<file path="src/rtl/seq_multiplier_pkg.sv">
// Shared definitions for the sequential arithmetic units (multiplier, divider).
package seq_multiplier_pkg;

  typedef enum logic [1:0] {
    ST_IDLE = 2'd0,
    ST_RUN  = 2'd1,
    ST_DONE = 2'd2
  } state_t;

  // Width of an iteration counter covering 0..w-1; never narrower than 1 bit.
  function automatic int cnt_width(input int w);
    return (w > 1) ? $clog2(w) : 1;
  endfunction

endpackage

</file>
<file path="src/rtl/seq_multiplier_rca.sv">
// Ripple-carry adder: WIDTH-bit sum with carry-in and carry-out.
module ripple_carry_adder #(
  parameter int WIDTH = 32
) (
  input  logic [WIDTH-1:0] i_a,
  input  logic [WIDTH-1:0] i_b,
  input  logic             i_cin,
  output logic [WIDTH-1:0] o_sum,
  output logic             o_cout
);

  // Bit-serial carry chain from LSB to MSB.
  always_comb begin
    logic c;
    o_sum = '0;
    c     = i_cin;
    for (int unsigned i = 0; i < WIDTH; i++) begin
      o_sum[i] = i_a[i] ^ i_b[i] ^ c;
      c        = (i_a[i] & i_b[i]) | (c & (i_a[i] ^ i_b[i]));
    end
    o_cout = c;
  end

endmodule

</file>
<file path="src/rtl/seq_multiplier.sv">
// Multi-cycle unsigned shift-and-add multiplier: one adder reused for WIDTH
// iterations, start/busy/done handshake, product held until the next DONE.
module seq_multiplier
  import seq_multiplier_pkg::*;
#(
  parameter int WIDTH = 32
) (
  input  logic               clk,
  input  logic               reset,
  input  logic               start,
  input  logic [WIDTH-1:0]   A,
  input  logic [WIDTH-1:0]   B,
  output logic               busy,
  output logic               done,
  output logic [2*WIDTH-1:0] P
);

  localparam int CW = cnt_width(WIDTH);

  state_t             r_state;
  logic [CW-1:0]      r_count;
  logic [WIDTH-1:0]   r_mcand;
  logic [WIDTH-1:0]   r_hi;
  logic [WIDTH-1:0]   r_lo;
  logic               r_busy;
  logic               r_done;
  logic [2*WIDTH-1:0] r_p;

  logic [WIDTH-1:0]   w_addend;
  logic [WIDTH-1:0]   w_sum;
  logic               w_cout;

  // Partial-product select: add the multiplicand only when the current multiplier bit is set.
  always_comb begin
    w_addend = r_lo[0] ? r_mcand : '0;
  end

  ripple_carry_adder #(
    .WIDTH(WIDTH)
  ) u_add (
    .i_a    (r_hi),
    .i_b    (w_addend),
    .i_cin  (1'b0),
    .o_sum  (w_sum),
    .o_cout (w_cout)
  );

  // Control FSM plus shift registers; busy/done/P are registered alongside the state.
  always_ff @(posedge clk) begin
    if (reset) begin
      r_state <= ST_IDLE;
      r_count <= '0;
      r_mcand <= '0;
      r_hi    <= '0;
      r_lo    <= '0;
      r_busy  <= 1'b0;
      r_done  <= 1'b0;
      r_p     <= '0;
    end else begin
      case (r_state)
        ST_IDLE, ST_DONE: begin
          r_done <= 1'b0;
          if (start) begin
            r_mcand <= A;
            r_hi    <= '0;
            r_lo    <= B;
            r_count <= '0;
            r_busy  <= 1'b1;
            r_state <= ST_RUN;
          end else begin
            r_busy  <= 1'b0;
            r_state <= ST_IDLE;
          end
        end
        ST_RUN: begin
          r_hi    <= {w_cout, w_sum[WIDTH-1:1]};
          r_lo    <= {w_sum[0], r_lo[WIDTH-1:1]};
          r_count <= r_count + CW'(1);
          if (r_count == CW'(WIDTH - 1)) begin
            // Final shifted value is written straight to P so it is valid with done.
            r_p     <= {w_cout, w_sum, r_lo[WIDTH-1:1]};
            r_busy  <= 1'b0;
            r_done  <= 1'b1;
            r_state <= ST_DONE;
          end
        end
        default: begin
          r_busy  <= 1'b0;
          r_done  <= 1'b0;
          r_state <= ST_IDLE;
        end
      endcase
    end
  end

  assign busy = r_busy;
  assign done = r_done;
  assign P    = r_p;

endmodule

</file>
<file path="config.mk">
export PLATFORM = sky130hd
export DESIGN_NAME = seq_multiplier
export DESIGN_NICKNAME = d
export VERILOG_FILES = /design/src/rtl/seq_multiplier_pkg.sv /design/src/rtl/seq_multiplier_rca.sv /design/src/rtl/seq_multiplier.sv
export SDC_FILE = /design/constraint.sdc
export NUM_CORES = 1
export LEC_CHECK = 0
export BUFFER_PORTS_ARGS = -buffer_cell sky130_fd_sc_hd__buf_2
export CAP_MARGIN = 5
export CELL_PAD_IN_SITES_DETAIL_PLACEMENT = 1
export CELL_PAD_IN_SITES_GLOBAL_PLACEMENT = 1
export CORE_MARGIN = 4
export CORE_UTILIZATION = 37
export DETAILED_ROUTE_END_ITERATION = 16
export GPL_TIMING_DRIVEN = 0
export PLACE_DENSITY_LB_ADDON = 0.1
export SLEW_MARGIN = 20
export SYNTH_ARGS = -nofsm -noshare
export SYNTH_HDL_FRONTEND = slang
export SYNTH_SLANG_ARGS = --single-unit
</file>
<file path="constraint.sdc">
create_clock -name clk -period 12.8 [get_ports clk]
set_clock_uncertainty 0.2 [all_clocks]
set_input_delay 1.28 -clock clk [delete_from_list [all_inputs] [get_ports clk]]
set_output_delay 1.28 -clock clk [all_outputs]
set_load 0.02 [all_outputs]
</file>
==> results.py <==
metrics = {
    "outcome": {
        "status": "finished, final reports clean",
    },
    "detailed_routing": {
        "ant_nets": 0,
        "drc_errors": 0,
        "drt_iter0_markers": 236,
        "vias": 5875,
        "wl_per_cell_um": 17.66,
        "via_per_inst": 5.190,
        "wirelength_mm": 19.99,
        "drt_pass1_iterations": 4,
    },
    "placed_design": {
        "place_ws_ns": -0.5689,
        "gp_congestion": 0.7934,
        "dpl_cell_area_um2": 7785,
        "place_hpwl_mm": 14.92,
        "numPortBuffers": 132,
        "dp.cells": 1100,
    },
    "die": {
        "initial_utilization_pct": 37.68,
        "rows": 49,
        "core_um2": 17960,
        "die_area_um2": 20520,
        "io-pin-count": 133,
        "dieWidth_um": 143.3,
        "die-height_um": 143.3,
    },
    "power_and_ir_drop": {
        "p_leak_nw": 3.074,
        "peakVddDrop_uv": 97.65,
        "power.density_nw_per_um2": 139.9,
    },
    "synthesis": {
        "synthMuxAreaShare_pct": 0.3327,
        "syn_nets": 840,
        "synth_xor_area_share_pct": 0,
        "syn_inst": 739,
        "netlist-cell-type-count": 30,
        "synth_top_family_by_area": "compound AO/OA/AOI/OAI gates",
        "ys_warn_count": 0,
        "synthesis.area_um2": 6769,
        "synthSimpleGateAreaFrac_pct": 14.84,
        "synth_adder_area_share_pct": 9.723,
        "synth_seq_cells": 168,
        "seq_area_frac_synth_pct": 49.69,
        "synth_compound_area_share_pct": 18.96,
        "syn_area_per_cell_um2": 9.160,
    },
    "setup_path": {
        "worstPathRequired_ns": 12.89,
        "cp_common_cell": "fa_2",
        "cp_num_cells": 35,
        "crit_fanout": 4,
        "slowest_stage": "fa_2",
        "reg2regPathDepth": 35,
        "end_kind": "flop",
        "criticalPathCategory": "flop to flop",
        "slowest_delay_ns": 0.55,
        "critPathTopFamily": "adder cells",
        "crit_buf_inv": 1,
        "arrival_ns": 12.83,
        "critPathLaunchType": "flop",
    },
    "final_layout": {
        "nets": 991,
        "final_cells": 1132,
        "n_fill_cell": 2147,
        "multi_input_area_um2": 3073,
        "syn_to_final_growth_pct": 25.42,
        "antenna_cells": 0,
        "layout-drive-gt1-share_pct": 26.58,
        "postLayoutCellArea_um2": 8489,
        "regArea_um2": 3367,
    },
    "clocking": {
        "cts_num_sinks": 168,
        "path_clk_slew_ns": 0.07,
        "holdBufCountCts": 0,
        "cts_tree": "built",
        "h-tree-depth": 4,
        "cts-buffers-inserted": 17,
        "root_buffer": "clkbuf_16",
        "clk_latency_ns": 0.42,
        "clk_path_buf_depth": 2,
    },
    "worst_hold_path": {
        "min_path_cells": 2,
        "hold_class": "flop to flop",
    },
    "sta": {
        "min_period_ns": 12.74,
        "fin_tns_setup_ns": 0,
        "period_share_pct": 99.56,
        "rsz0062_at_grt": "true",
        "hold_viol_final": 0,
        "worst_pin_slew_ns": 0.6154,
        "final_max_slew_viol_count": 0,
        "finalSetupViolCount": 0,
        "slew_headroom_pct": 58.98,
        "fmax_mhz": 78.47,
        "setup_ws_ns": 0.05633,
    },
    "global_routing": {
        "grt_pass1_wl_mm": 32.82,
        "grt_max_degree": 17,
        "grt_util_all_layers_pct": 20.10,
        "grt_overflow": 0,
        "antenna_found_initial": 2,
        "grt_pass1_vias": 6484,
    },
    "flow_run": {
        "cap_violations": 0,
    },
}
-- metrics by stage --
step | hold WS (ns) | total power, W | utilization [%]
after floorplan | 0.2317 | 0.0006073 | -
after global placement | 0.2420 | 0.0006371 | 43.34
after detailed placement | 0.2470 | 0.0006421 | 43.34
after CTS | 0.2591 | 0.001196 | 47.26
after global routing | 0.2748 | 0.001232 | 47.26
final | 0.2559 | 0.001188 | 47.26
-- per-layer routing --
| layer | share of wire [%] | vias up | track usage, % | wire length, µm |
|---|---|---|---|---|
| li1 | - | 2798 | - | - |
| met1 | 43 | 2938 | 24.87 | 8672 |
| met2 | 51 | 114 | 35.83 | 10190 |
| met3 | 4.5 | 21 | 3.952 | 902 |
| met4 | 1.0 | 4 | 5.352 | 208 |
| met5 | 0.10 | - | 0 | 20 |
-- layout make-up --
| class | instances | area share (%) |
|---|---|---|
| buffer | 61 | 3.935 |
| multi-input combinational | 477 | 36.20 |
| inverter | 32 | 1.415 |
| tap | 229 | 3.375 |
| sequential | 168 | 39.66 |
| clock inverter | 11 | 2.004 |
| clock buffer | 21 | 5.542 |
| timing repair buffer | 133 | 7.870 |
-- Yosys cell counts, drive strengths merged --
cell type	number	area (µm²)
nor3	1	16.27
inv	32	120.1
a21oi	98	490.5
a22o	2	17.52
and2	1	6.260
nand3	33	165.2
o2bb2ai	32	280.3
nor2b	1	8.760
o21a	1	7.510
dfxtp	168	3363
fa	31	620.6
ha	3	37.54
a22oi	32	240.2
and2b	1	7.510
nor3b	1	7.510
nand4	1	6.260
and3b	1	8.760
clkbuf	19	71.32
mux2	2	22.52
nor2	38	142.6
nand3b	1	7.510
a211oi	33	247.7
nand2	159	596.8
buf	43	245.2
and3	1	6.260
nand2b	4	25.02
-- cells by family after synthesis --
group           Yosys count
flops                   168
simple gates            243
buf+inv                  94
mux                       2
fa+ha+maj                34
compound gates          198
-- tightest hold or removal path: cells and delay by family, from the launching register on --
| family | cells | cell delay [ns] |
|---|---|---|
| and+or+nand+nor | 1 | 0.05 |
| DFF | 1 | 0.31 |
| AOI/OAI and AO/OA | 1 | 0.05 |
-- power breakdown --
group / switching (W) / total, W / internal, W
combinational: 0.0000523 / 0.0000832 / 0.0000309
sequential: 0.0000110 / 0.000548 / 0.000537
clock: 0.000214 / 0.000557 / 0.000342
total: 0.000277 / 0.00119 / 0.000911
-- worst paths after layout --
kind / startpoint / end / slack, ns
worst max-delay path: r_lo[0] / P[62] / 0.06
worst min-delay path: P[29] / P[29] / 0.26
worst max register to register: r_lo[0] / P[62] / 0.06
worst min register to register: P[29] / P[29] / 0.26
-- flip-flops by register name (all words and copies together) (netlist names) --
signal,flops
P,64
done,1
r_count,5
r_hi,32
r_lo,32
r_mcand,32
r_state,2
-- what timing repair did --
action	4_1_cts	5_1_grt
endpoints found under the setup margin	6	5
setup buffers	1	0
resized for setup	16	3
pin swaps	4	0
-- cell usage in the layout (no fill, tap or decap), types with 3 or more instances in the layout --
cell type and n:
a211oi_1 32, a21oi_1 98, a22oi_1 32, buf_1 8
buf_2 157, buf_4 7, buf_6 4, bufinv_16 4
clkbuf_1 18, clkbuf_16 18, clkbuf_8 3, clkinvlp_4 3
dfxtp_1 167, fa_2 31, inv_1 31, nand2_1 159
nand2b_1 4, nand3_1 33, nor2_1 38, o2bb2ai_1 31
Note: power is estimated with default switching activity, not from simulation.
